`src/rtl/uart_hex_formatter_if.sv`:
```
`default_nettype none
// ============================================================================
// Module   : uart_hex_formatter_if
// Brief    : Word-in / byte-out handshake bundle for the hex text formatter.
// Revision : 1.0
// ============================================================================
interface uart_hex_formatter_if #(
    parameter int WORD_BYTES = 4
) ();
    logic [WORD_BYTES*8-1:0] word_in_data;
    logic                    word_in_valid;
    logic                    word_in_ready;
    logic [7:0]              byte_out_data;
    logic                    byte_out_valid;
    logic                    byte_out_ready;
    logic                    busy;

    // master: the word producer and the UART transmitter side
    modport master (
        output word_in_data,
        output word_in_valid,
        input  word_in_ready,
        input  byte_out_data,
        input  byte_out_valid,
        output byte_out_ready,
        input  busy
    );

    modport slave (
        input  word_in_data,
        input  word_in_valid,
        output word_in_ready,
        output byte_out_data,
        output byte_out_valid,
        input  byte_out_ready,
        output busy
    );
endinterface
`default_nettype wire

```
`src/rtl/uart_hex_formatter.sv`:
```
`default_nettype none
// ============================================================================
// Module   : uart_hex_formatter
// Brief    : Turns binary words into ASCII hex text (MS nibble first) plus a
//            line terminator, for direct connection to a UART transmitter.
// Revision : 1.0
// ============================================================================
module uart_hex_formatter #(
    parameter int WORD_BYTES = 4,
    parameter bit EMIT_CRLF  = 1'b1,
    parameter bit UPPERCASE  = 1'b1
) (
    input  wire logic           clk,
    input  wire logic           rst,
    uart_hex_formatter_if.slave bus
);

    localparam int c_W       = WORD_BYTES * 8;
    localparam int c_NIBBLES = 2 * WORD_BYTES;
    localparam int c_CNT_W   = (c_NIBBLES > 2) ? $clog2(c_NIBBLES) : 1;

    localparam logic [c_CNT_W-1:0] c_CNT_LOAD   = c_CNT_W'(c_NIBBLES - 1);
    localparam logic [7:0]         c_ALPHA_BASE = UPPERCASE ? 8'h41 : 8'h61;
    localparam logic [7:0]         c_TERM1_CHAR = EMIT_CRLF ? 8'h0D : 8'h20;
    localparam logic [7:0]         c_TERM2_CHAR = 8'h0A;

    typedef enum logic [1:0] {
        c_IDLE  = 2'd0,
        c_HEX   = 2'd1,
        c_TERM1 = 2'd2,
        c_TERM2 = 2'd3
    } state_t;

    state_t             r_state;
    logic [c_W-1:0]     r_shift;
    logic [c_CNT_W-1:0] r_cnt;
    logic [7:0]         r_data;
    logic               r_valid;
    logic               r_ready;
    logic               r_busy;
    logic               w_fire;

    function automatic logic [7:0] hex_ascii(input logic [3:0] nib);
        if (nib < 4'd10)
            return 8'h30 + {4'h0, nib};
        else
            return c_ALPHA_BASE + {4'h0, nib} - 8'd10;
    endfunction

    assign w_fire = r_valid & bus.byte_out_ready;

    // Every output is a flop, so nothing combinational reaches byte_out_* from ready.
    always_ff @(posedge clk) begin
        if (rst) begin
            r_state <= c_IDLE;
            r_shift <= '0;
            r_cnt   <= '0;
            r_data  <= '0;
            r_valid <= 1'b0;
            r_ready <= 1'b1;
            r_busy  <= 1'b0;
        end else begin
            case (r_state)
                c_IDLE: begin
                    if (bus.word_in_valid) begin
                        r_shift <= bus.word_in_data;
                        r_cnt   <= c_CNT_LOAD;
                        r_data  <= hex_ascii(bus.word_in_data[c_W-1 -: 4]);
                        r_valid <= 1'b1;
                        r_ready <= 1'b0;
                        r_busy  <= 1'b1;
                        r_state <= c_HEX;
                    end
                end
                c_HEX: begin
                    if (w_fire) begin
                        if (r_cnt == '0) begin
                            r_data  <= c_TERM1_CHAR;
                            r_state <= c_TERM1;
                        end else begin
                            // Next character is the nibble just below the current top one.
                            r_shift <= r_shift << 4;
                            r_cnt   <= r_cnt - c_CNT_W'(1);
                            r_data  <= hex_ascii(r_shift[c_W-5 -: 4]);
                        end
                    end
                end
                c_TERM1: begin
                    if (w_fire) begin
                        if (EMIT_CRLF) begin
                            r_data  <= c_TERM2_CHAR;
                            r_state <= c_TERM2;
                        end else begin
                            r_valid <= 1'b0;
                            r_ready <= 1'b1;
                            r_busy  <= 1'b0;
                            r_state <= c_IDLE;
                        end
                    end
                end
                c_TERM2: begin
                    if (w_fire) begin
                        r_valid <= 1'b0;
                        r_ready <= 1'b1;
                        r_busy  <= 1'b0;
                        r_state <= c_IDLE;
                    end
                end
                default: begin
                    r_valid <= 1'b0;
                    r_ready <= 1'b1;
                    r_busy  <= 1'b0;
                    r_state <= c_IDLE;
                end
            endcase
        end
    end

    assign bus.word_in_ready  = r_ready;
    assign bus.byte_out_data  = r_data;
    assign bus.byte_out_valid = r_valid;
    assign bus.busy           = r_busy;

endmodule
`default_nettype wire
```
`src/flat_wrapper.sv`:
```
// flat-port wrapper written by rule: the top's interface ports become plain ports
module uart_hex_formatter_flat 
#(
    parameter int WORD_BYTES = 4,
    parameter bit EMIT_CRLF  = 1'b1,
    parameter bit UPPERCASE  = 1'b1
)
  (clk, rst, bus_word_in_data, bus_word_in_valid, bus_word_in_ready, bus_byte_out_data, bus_byte_out_valid, bus_byte_out_ready, bus_busy);
  uart_hex_formatter_if #(.WORD_BYTES(WORD_BYTES)) bus_i ();
  input  wire logic clk;
  input  wire logic rst;
  input wire logic [$bits(bus_i.word_in_data)-1:0] bus_word_in_data;
  input wire logic [$bits(bus_i.word_in_valid)-1:0] bus_word_in_valid;
  output wire logic [$bits(bus_i.word_in_ready)-1:0] bus_word_in_ready;
  output wire logic [$bits(bus_i.byte_out_data)-1:0] bus_byte_out_data;
  output wire logic [$bits(bus_i.byte_out_valid)-1:0] bus_byte_out_valid;
  input wire logic [$bits(bus_i.byte_out_ready)-1:0] bus_byte_out_ready;
  output wire logic [$bits(bus_i.busy)-1:0] bus_busy;
  assign bus_i.word_in_data = bus_word_in_data;
  assign bus_i.word_in_valid = bus_word_in_valid;
  assign bus_word_in_ready = bus_i.word_in_ready;
  assign bus_byte_out_data = bus_i.byte_out_data;
  assign bus_byte_out_valid = bus_i.byte_out_valid;
  assign bus_i.byte_out_ready = bus_byte_out_ready;
  assign bus_busy = bus_i.busy;
  uart_hex_formatter #(.WORD_BYTES(WORD_BYTES), .EMIT_CRLF(EMIT_CRLF), .UPPERCASE(UPPERCASE)) u_core (.clk(clk), .rst(rst), .bus(bus_i));
endmodule
```
`config.mk`:
```
export PLATFORM = sky130hd
export DESIGN_NAME = uart_hex_formatter_flat
export DESIGN_NICKNAME = d
export VERILOG_FILES = /design/src/rtl/uart_hex_formatter_if.sv /design/src/rtl/uart_hex_formatter.sv /design/src/flat_wrapper.sv
export SDC_FILE = /design/constraint.sdc
export NUM_CORES = 1
export LEC_CHECK = 0
export CAP_MARGIN = 20
export CORE_ASPECT_RATIO = 0.6
export CORE_MARGIN = 2
export CORE_UTILIZATION = 24
export DETAILED_ROUTE_END_ITERATION = 8
export SKIP_LAST_GASP = 1
export SLEW_MARGIN = 40
export SYNTH_ARGS = -nofsm -noshare
export SYNTH_HDL_FRONTEND = slang
export SYNTH_SLANG_ARGS = --single-unit
```
`constraint.sdc`:
```
create_clock -name clk -period 1.85 [get_ports clk]
set_input_delay 0.37 -clock clk [delete_from_list [all_inputs] [get_ports clk]]
set_output_delay 0.37 -clock clk [all_outputs]
set_load 0.01 [all_outputs]
```
Word level (Yosys, flattened, before mapping)
Cells that the tools add are included.
{"block": "totals", "regBits": 43, "word_cells": 61, "output_inout_bits": 11, "input_bits": 36}
{"block": "classes", "magnitude_cmp": 2, "n_reduce_logical": 9, "mux": 27, "addsub": 7, "eq_ne": 9, "bitwise_logic": 1}
{"cell": "$mux W28", "n": 3}
{"cell": "$pmux W28 S2", "n": 1}
{"cell": "$mux W8", "n": 6}
{"cell": "$pmux W8 S3", "n": 1}
{"cell": "$add A7 B4 Y8 const A", "n": 2}
{"cell": "$sub A8 B4 Y8 const B", "n": 2}
{"cell": "$add A6 B4 Y7 const A", "n": 2}
{"cell": "$mux W2", "n": 5}
{"cell": "$mux W3", "n": 3}
{"cell": "$lt A4 B4 Y1 const B", "n": 2}
{"cell": "$ne A2 B1 Y1 const B", "n": 4}
{"cell": "$pmux W2 S4", "n": 1}
{"cell": "$reduce_and A4 Y1", "n": 2}
{"cell": "$pmux W3 S2", "n": 1}
{"cell": "$reduce_and A5 Y1", "n": 1}
{"cell": "$eq A2 B2 Y1 const B", "n": 2}
{"cell": "$mux W1", "n": 4}
{"cell": "$ne A2 B2 Y1 const B", "n": 2}
{"cell": "$pmux W1 S2", "n": 2}
{"cell": "$reduce_bool A2 Y1", "n": 2}
{"cell": "$logic_not A3 Y1", "n": 1}
{"cell": "$reduce_and A3 Y1", "n": 1}
{"cell": "$reduce_bool A3 Y1", "n": 1}
{"cell": "$sub A3 B1 Y3 const B", "n": 1}
{"cell": "3 further kinds", "n": 3}

Logic depth before layout (Yosys ltp)
Gate-level depths: netlist of the first run.
{"block": "depth", "word_depth": 6, "depth_mapped": 9, "mapped_depth_nobuf": 6}

Least setup slack after synthesis of the first run
No wires, ideal clock.
{"block": "synth_timing", "path_type": "flip-flop to flip-flop", "from": "register u_core.r_state[0]", "to": "register u_core.r_shift[10]", "n_path_buf": 2, "setup_ns": 0.146, "arrival_ns": 1.494, "path_slack_ns": 0.210, "required_ns": 1.704, "path_stages_with_launch": 9, "period_less_slack_ns": 1.640, "path_cell_list": "dfxtp_1 inv_1 ha_1 nor2b_4 a41o_1 buf_6 buf_12 a21oi_2 a211oi_2"}
{"block": "synth_via", "elab_chain_len": 3, "elab_cells_between_ends": 8, "classes_between": "4 x eq/ne; 1 x mux; 3 x reduce/logical"}
{"item": "from (decl)", "line": "uart_hex_formatter.sv:34", "source": "state_t r_state;"}
{"item": "from (signal assigned)", "line": "uart_hex_formatter.sv:55", "source": "r_state <= c_IDLE;"}
{"item": "from (signal assigned)", "line": "uart_hex_formatter.sv:72", "source": "r_state <= c_HEX;"}
{"item": "from (signal assigned)", "line": "uart_hex_formatter.sv:79", "source": "r_state <= c_TERM1;"}
{"item": "$eq A2 B1 Y1 or $logic_not A2 Y1 (tied branches)"}
{"item": "$ne A2 B2 Y1 (no source line) (tied with other cells)"}
{"item": "$reduce_and A4 Y1 (no source line)"}
{"item": "to (signal assigned)", "line": "uart_hex_formatter.sv:66", "source": "r_shift <= bus.word_in_data;"}
{"item": "to (signal assigned)", "line": "uart_hex_formatter.sv:82", "source": "r_shift <= r_shift << 4;"}
{"item": "to (decl)", "line": "uart_hex_formatter.sv:35", "source": "logic [c_W-1:0] r_shift;"}
Parallel ways exist; a longest one is shown, timed or not.
A chain may end at the register's enable or synchronous reset.

Worst setup path after layout of the first run
{"block": "layout_timing", "from": "register u_core.r_state[0]", "to": "register u_core.r_data[2] (netlist: u_core.bus.byte_out_data[2])"}
{"block": "layout_via", "elab_chain_len": 3, "elab_cells_between_ends": 9, "classes_between": "5 x eq/ne; 1 x mux; 3 x reduce/logical"}
{"item": "$eq A2 B2 Y1 (tied with other cells)", "line": "uart_hex_formatter.sv:63", "source": "case (r_state)"}
{"item": "$ne A2 B1 Y1 (no source line) (tied with other cells)"}
{"item": "$reduce_and A4 Y1 (no source line)"}
{"item": "to (signal assigned)", "line": "uart_hex_formatter.sv:68", "source": "r_data <= hex_ascii(bus.word_in_data[c_W-1 -: 4]);"}
{"item": "to (signal assigned)", "line": "uart_hex_formatter.sv:78", "source": "r_data <= c_TERM1_CHAR;"}
{"item": "to (signal assigned)", "line": "uart_hex_formatter.sv:84", "source": "r_data <= hex_ascii(r_shift[c_W-5 -: 4]);"}
{"item": "to (decl)", "line": "uart_hex_formatter.sv:37", "source": "logic [7:0] r_data;"}
Parallel ways exist; a longest one is shown, timed or not.

==> results of run 1 <==
## placed cells by master, fill, tap and decap left out, types with 3 or more instances in the layout
cell,n
ha_1,8
a211oi_2,23
a21oi_1,20
xnor2_1,3
clkdlybuf4s50_1,44
dfxtp_1,40
nor2_1,6
buf_12,4
a21oi_2,20
nor2_2,3
clkbuf_16,5
mux2i_1,25
inv_1,9
nand2_1,8
o21ai_0,7
a211oi_1,9
buf_4,17
nor2b_1,3
## flip-flops by register name (all words and copies together), names as in the netlist
signal	count
u_core.bus.word_in_ready	1
u_core.r_shift	28
u_core.r_state	2
u_core.r_cnt	3
u_core.bus.byte_out_valid	1
u_core.bus.byte_out_data	7
## cell type report
type | instances | area share, %
timing repair buffer | 68 | 19.64
clock buffer | 7 | 3.856
inverter | 10 | 1.091
multi-input combinational | 174 | 44.96
tap | 139 | 5.056
sequential | 42 | 24.52
clock inverter | 1 | 0.8730
## what timing repair did
action	CTS	global route
resized for setup	1	9
setup buffers	0	1
setup endpoints to repair	1	40
pin swaps	0	1
## routing by layer
metal  up-vias  part of all wire, %  global-route usage (%)
li1       1026                    -                       -
met3         2                  3.0                   3.594
met2        32                   42                   17.91
met5         -                    0                       0
met1       979                   54                   18.01
met4         0                 0.34                   1.763
## stage by stage
| step | power, W | area, sq um |
|---|---|---|
| 2_1_floorplan | 0.004448 | 2589 |
| 3_3_place_gp | 0.005262 | 3227 |
| 3_5_place_dp | 0.005364 | 3227 |
| 4_1_cts | 0.006378 | 3392 |
| 5_1_grt | 0.006944 | 3440 |
| 6_report | 0.006496 | 3440 |
## worst max-delay path, cell delays in order, from the launching register on
cell and delay (ns):
dfxtp_2 0.40, inv_1 0.10, ha_2 0.23, nor2b_4 0.15, nor3_4 0.31, buf_4 0.20, o221ai_2 0.08, o211a_1 0.14
## path summary, 6_finish.rpt
path | startpoint | end | cells after the start | slack [ns]
max | u_core.r_state[0]$_SDFFE_PP0P_ | u_core.bus.byte_out_data[2]$_SDFFE_PP0P_ | 7 | 0.14
min | u_core.r_shift[1]$_SDFFE_PP0P_ | u_core.r_shift[1]$_SDFFE_PP0P_ | 2 | 0.47
max reg2reg | u_core.r_state[0]$_SDFFE_PP0P_ | u_core.bus.byte_out_data[2]$_SDFFE_PP0P_ | 7 | 0.14
min reg2reg | u_core.r_shift[1]$_SDFFE_PP0P_ | u_core.r_shift[1]$_SDFFE_PP0P_ | 2 | 0.47
## kinds of logic (layout without fill, tap and decap cells)
group,Yosys count,count (layout),synth area share [%]
flip-flops,42,42,32.48
AO/OA/AOI/OAI,99,99,33.64
adder cells (fa/ha/maj),10,10,4.833
other,1,1,0.1449
XOR/XNOR,3,3,1.015
AND/OR/NAND/NOR,36,36,9.087
buffers and inverters,32,86,9.135
multiplexers,25,25,9.667
## where the power goes
group | internal [W] | switching (W)
combinational | 0.00190 | 0.00210
sequential | 0.00124 | 0.000267
clock | 0.000638 | 0.000349
==> flow_metrics.env, run 1 <==
export IMPL_synth_top_cell_area_share_pct=32.48
export IMPL_via_per_inst=4.624
export IMPL_rsz0062_at_grt="false"
export IMPL_core_sq_mm=0.01052
export IMPL_synth_ff_latch_count=42
export IMPL_cts_hold_buf=0
export IMPL_antenna_left=0
export IMPL_netlist_top_cell_by_area="dfxtp_1"
export IMPL_dp_slack_ns=-0.07546
export IMPL_fmax_ghz=0.5832
export IMPL_crit_fanout=5
export IMPL_clk_pin_slew_ns=0.06
export IMPL_synth_area_sq_mm=0.002589
export IMPL_clock_skew_final_ns=0.006176
export IMPL_setup_violations=0
export IMPL_yosysUniqueCellTypes=56
export IMPL_grt_first_pass_wirelength_um=11360
export IMPL_dominantRegCellSynth="dfxtp_1"
export IMPL_setup_slack_ns=0.1352
export IMPL_synth_area_leaders="dfxtp_1 32%, a211oi_2 11%, mux2i_1 9.7%, a21oi_2 6.8%, ha_1 4.8%"
export IMPL_ios=47
export IMPL_gr_total_overflow=0
export IMPL_status="complete, no violations"
export IMPL_dp_cells=432
export IMPL_syn_area_per_cell_sq_um=10.44
export IMPL_antenna_found_initial=0
export IMPL_hold_slack_ns=0.4727
export IMPL_startpoint_type="flop"
export IMPL_drv_slew=0
export IMPL_clk_latency_ns=0.28
export IMPL_area_delta_synth_final_pct=32.87
export IMPL_die_h_um=84.45
export IMPL_drtIter0Drc=51
export IMPL_root_buffer="clkbuf_16"
export IMPL_row_count=29
export IMPL_dp_final_hpwl_um=5286
export IMPL_start_util_pct=24.60
export IMPL_syn_inst=248
export IMPL_p_leak_nw=1.225
export IMPL_ys_seq_area_share_pct=32.48
export IMPL_period_share_pct=92.69
export IMPL_fin_nets=347
export IMPL_period_minus_slack_ns=1.715
export IMPL_async_flop_share_pct=0
export IMPL_ir_drop_v=0.0009386
export IMPL_syn_num_nets=294
export IMPL_max_cap_violations=0
export IMPL_cts_tree="built"
export IMPL_clock_sinks=42
export IMPL_crit_path_end_kind="flop"
export IMPL_cp_arrival_ns=1.89
export IMPL_grt_use_total_pct=12.21
export IMPL_drive_above_1_share_pct=31.13
export IMPL_synth_enable_flop_cells=0
export IMPL_fin_cells=441
export IMPL_grt_pass1_vias=2122
export IMPL_die_w_um=138.1
export IMPL_final_core_utilization_pct=32.69
export IMPL_grt_max_degree=22
export IMPL_drcViolationCount=0
export IMPL_wl_um=7030
export IMPL_cts_buffer_depth=2
export IMPL_firstDrtPassIters=4
export IMPL_yosys_warnings=0
export IMPL_tns_ns=0
export IMPL_port_buffers=45
export IMPL_dieArea_sq_mm=0.01166
export IMPL_seqCellArea_sq_um=843.3
export IMPL_finalHoldViolCount=0
export IMPL_hold_class="flop to flop"
export IMPL_synth_common_cells="42 x dfxtp_1, 25 x mux2i_1, 23 x a211oi_2"
export IMPL_vias=2039
export IMPL_antenna_cells=0
export IMPL_fillers=1062
export IMPL_critical_path_required_ns=2.03
export IMPL_gp_congestion=0.7528
export IMPL_numCtsBuffers=5
export IMPL_post_synth_top_count_cell="dfxtp_1"
export IMPL_multiInputGateArea_sq_mm=0.001546
export IMPL_wl_per_cell_um=15.94
export IMPL_cellPowerDensity_mw_per_mm2=1889
export IMPL_crit_type="flop to flop"
export IMPL_htree_levels=2
Note: power is estimated with default switching activity, not from simulation.
==> run 2: changes to the inputs <==
--- a/config.mk
+++ b/config.mk
@@ -8,8 +8,10 @@
 export CAP_MARGIN = 20
 export CORE_ASPECT_RATIO = 0.6
 export CORE_MARGIN = 2
-export CORE_UTILIZATION = 24
+export CORE_UTILIZATION = 53
 export DETAILED_ROUTE_END_ITERATION = 8
+export GPL_ROUTABILITY_DRIVEN = 0
+export PLACE_DENSITY = 0.81
 export SKIP_LAST_GASP = 1
 export SLEW_MARGIN = 40
 export SYNTH_ARGS = -nofsm -noshare
==> flow_metrics.env, run 2 (synthesized netlist as in run 1, its figures left out) <==
export IMPL_startpoint_type="flop"
export IMPL_status="complete, no violations"
export IMPL_dieArea_sq_mm=0.005478
export IMPL_port_buffers=45
export IMPL_max_stage_delay_ns=0.60
export IMPL_rrSetupSlack_ns=0.11
export IMPL_fin_nets=350
export IMPL_dp_final_hpwl_um=4400
export IMPL_crit_fanout=7
export IMPL_drv_slew=0
export IMPL_numCtsBuffers=5
export IMPL_antenna_cells=0
export IMPL_antenna_found_initial=0
export IMPL_p_leak_nw=1.221
export IMPL_cp_cell_sequence="clkdlybuf4s50_1"
export IMPL_r2r_end="u_core.r_cnt[2]$_SDFFE_PP0P_"
export IMPL_crit_path_end_kind="output pin"
export IMPL_startpoint="u_core.bus.byte_out_valid$_SDFFE_PP0P_"
export IMPL_wl_um=6085
export IMPL_post_cts_buffers=0
export IMPL_core_sq_mm=0.004636
export IMPL_timing_rr_start="u_core.r_state[1]$_SDFFE_PP0P_"
export IMPL_tns_ns=0
export IMPL_cts_buffer_depth=2
export IMPL_cp_arrival_ns=1.40
export IMPL_clock_skew_final_ns=0.004471
export IMPL_start_util_pct=55.84
export IMPL_max_cap_violations=0
export IMPL_hold_class="input pin to flop"
export IMPL_hold_slack_ns=0.4308
export IMPL_drtIter0Drc=82
export IMPL_cellPowerDensity_mw_per_mm2=1897
export IMPL_fmax_ghz=0.5660
export IMPL_final_core_utilization_pct=71.44
export IMPL_setup_slack_ns=0.08309
export IMPL_dp_slack_ns=-0.01640
export IMPL_die_h_um=58.14
export IMPL_period_share_pct=95.51
export IMPL_crit_type="flop to output pin"
export IMPL_final_common_cell="clkdlybuf4s50_1"
export IMPL_htree_levels=2
export IMPL_via_per_inst=5.749
export IMPL_drcViolationCount=0
export IMPL_rr_worst_depth=7
export IMPL_ir_drop_v=0.001453
export IMPL_root_buffer="clkbuf_8"
export IMPL_clk_pin_slew_ns=0.08
export IMPL_finalHoldViolCount=0
export IMPL_crit_end="bus_byte_out_valid"
export IMPL_layout_common_cells="44 x clkdlybuf4s50_1, 40 x dfxtp_1, 25 x mux2i_1, 23 x a211oi_2, 22 x buf_4"
export IMPL_crit_slowest_cell="clkdlybuf4s50_1"
export IMPL_area_delta_synth_final_pct=27.94
export IMPL_vias=2110
export IMPL_antenna_left=0
export IMPL_largest_reg_flops=28
export IMPL_firstDrtPassIters=4
export IMPL_regMostFlops="u_core.r_shift"
export IMPL_cp_num_buf_inv=1
export IMPL_clock_sinks=42
export IMPL_cts_hold_buf=0
export IMPL_grt_use_total_pct=22.51
export IMPL_drive_above_1_share_pct=31.58
export IMPL_worst_path_stages=1
export IMPL_period_minus_slack_ns=1.767
export IMPL_crit_family="buffers and inverters"
export IMPL_grt_first_pass_wirelength_um=9597
export IMPL_row_count=19
export IMPL_setup_violations=0
export IMPL_cts_tree="built"
export IMPL_grt_max_degree=27
export IMPL_die_w_um=94.23
export IMPL_grt_pass1_vias=1944
export IMPL_ios=47
export IMPL_gr_total_overflow=0
export IMPL_critical_path_required_ns=1.48
export IMPL_wl_per_cell_um=16.58
export IMPL_clk_latency_ns=0.29
## run 2: cell count changes in the layout (fill, tap and decap cells not counted), moves of 2 or more
cell,delta
buf_4,+5
buf_6,-2
clkbuf_1,-2
clkbuf_16,-4
clkbuf_8,+6
## run 2: worst min-delay path by stage
stage | from | end | slack (ns) | cells past startpoint
after floorplan | u_core.r_cnt[1]$_SDFFE_PP0P_ | u_core.r_cnt[1]$_SDFFE_PP0P_ | 0.44 | 1
after global placement | u_core.r_cnt[1]$_SDFFE_PP0P_ | u_core.r_cnt[1]$_SDFFE_PP0P_ | 0.45 | 1
after detailed placement | u_core.r_cnt[1]$_SDFFE_PP0P_ | u_core.r_cnt[1]$_SDFFE_PP0P_ | 0.46 | 1
after CTS | rst | u_core.bus.byte_out_valid$_SDFFE_PP0P_ | 0.43 | 2
after global routing | rst | u_core.bus.byte_out_valid$_SDFFE_PP0P_ | 0.45 | 2
final | rst | u_core.bus.byte_out_valid$_SDFFE_PP0P_ | 0.43 | 2
## run 2: layout make-up
cell class / instances / area, sq um
repair buffers: 71 / 695.7
clock buffers: 6 / 82.58
fillers: 347 / 1324
inverters: 10 / 37.54
clock inverters: 1 / 30.03
well taps: 63 / 78.83
flip-flops and latches: 42 / 843.3
multi-input cells: 174 / 1544
## run 2: power breakdown
group          leakage [nW]  switching, W  internal (W)  total (W)
clock                0.0573      0.000321      0.000432   0.000753
sequential            0.348      0.000265       0.00124    0.00150
combinational         0.816       0.00208       0.00195    0.00403
total                  1.22       0.00267       0.00361    0.00628
## run 2: per-stage QoR
| stage | cell area (sq um) | power [W] | instances |
|---|---|---|---|
| CTS | 3261 | 0.006079 | 366 |
| finish | 3312 | 0.006282 | 367 |
| floorplan | 2589 | 0.004448 | 248 |
| global route | 3312 | 0.006682 | 367 |
| global placement | 3142 | 0.005176 | 359 |
| detailed placement | 3142 | 0.005297 | 359 |
## run 2: per-layer routing
| layer | track usage [%] | part of all wire (%) |
|---|---|---|
| met3 | 5.462 | 7.0 |
| met1 | 33.39 | 49 |
| met5 | 0 | 0 |
| met4 | 7.039 | 1.1 |
| met2 | 32.24 | 43 |
## run 2: timing repair
item	CTS	global route
setup endpoints to repair	1	21
gates cloned	0	1
pin swaps	0	0
resized for setup	1	6
==> run 3: changes to the inputs <==
--- a/config.mk
+++ b/config.mk
@@ -5,7 +5,6 @@
 export SDC_FILE = /design/constraint.sdc
 export NUM_CORES = 1
 export LEC_CHECK = 0
-export CAP_MARGIN = 20
 export CORE_ASPECT_RATIO = 0.6
 export CORE_MARGIN = 2
 export CORE_UTILIZATION = 53
==> results of run 3 <==
No change in the layout: final DEF, timing and power equal those of run 2.
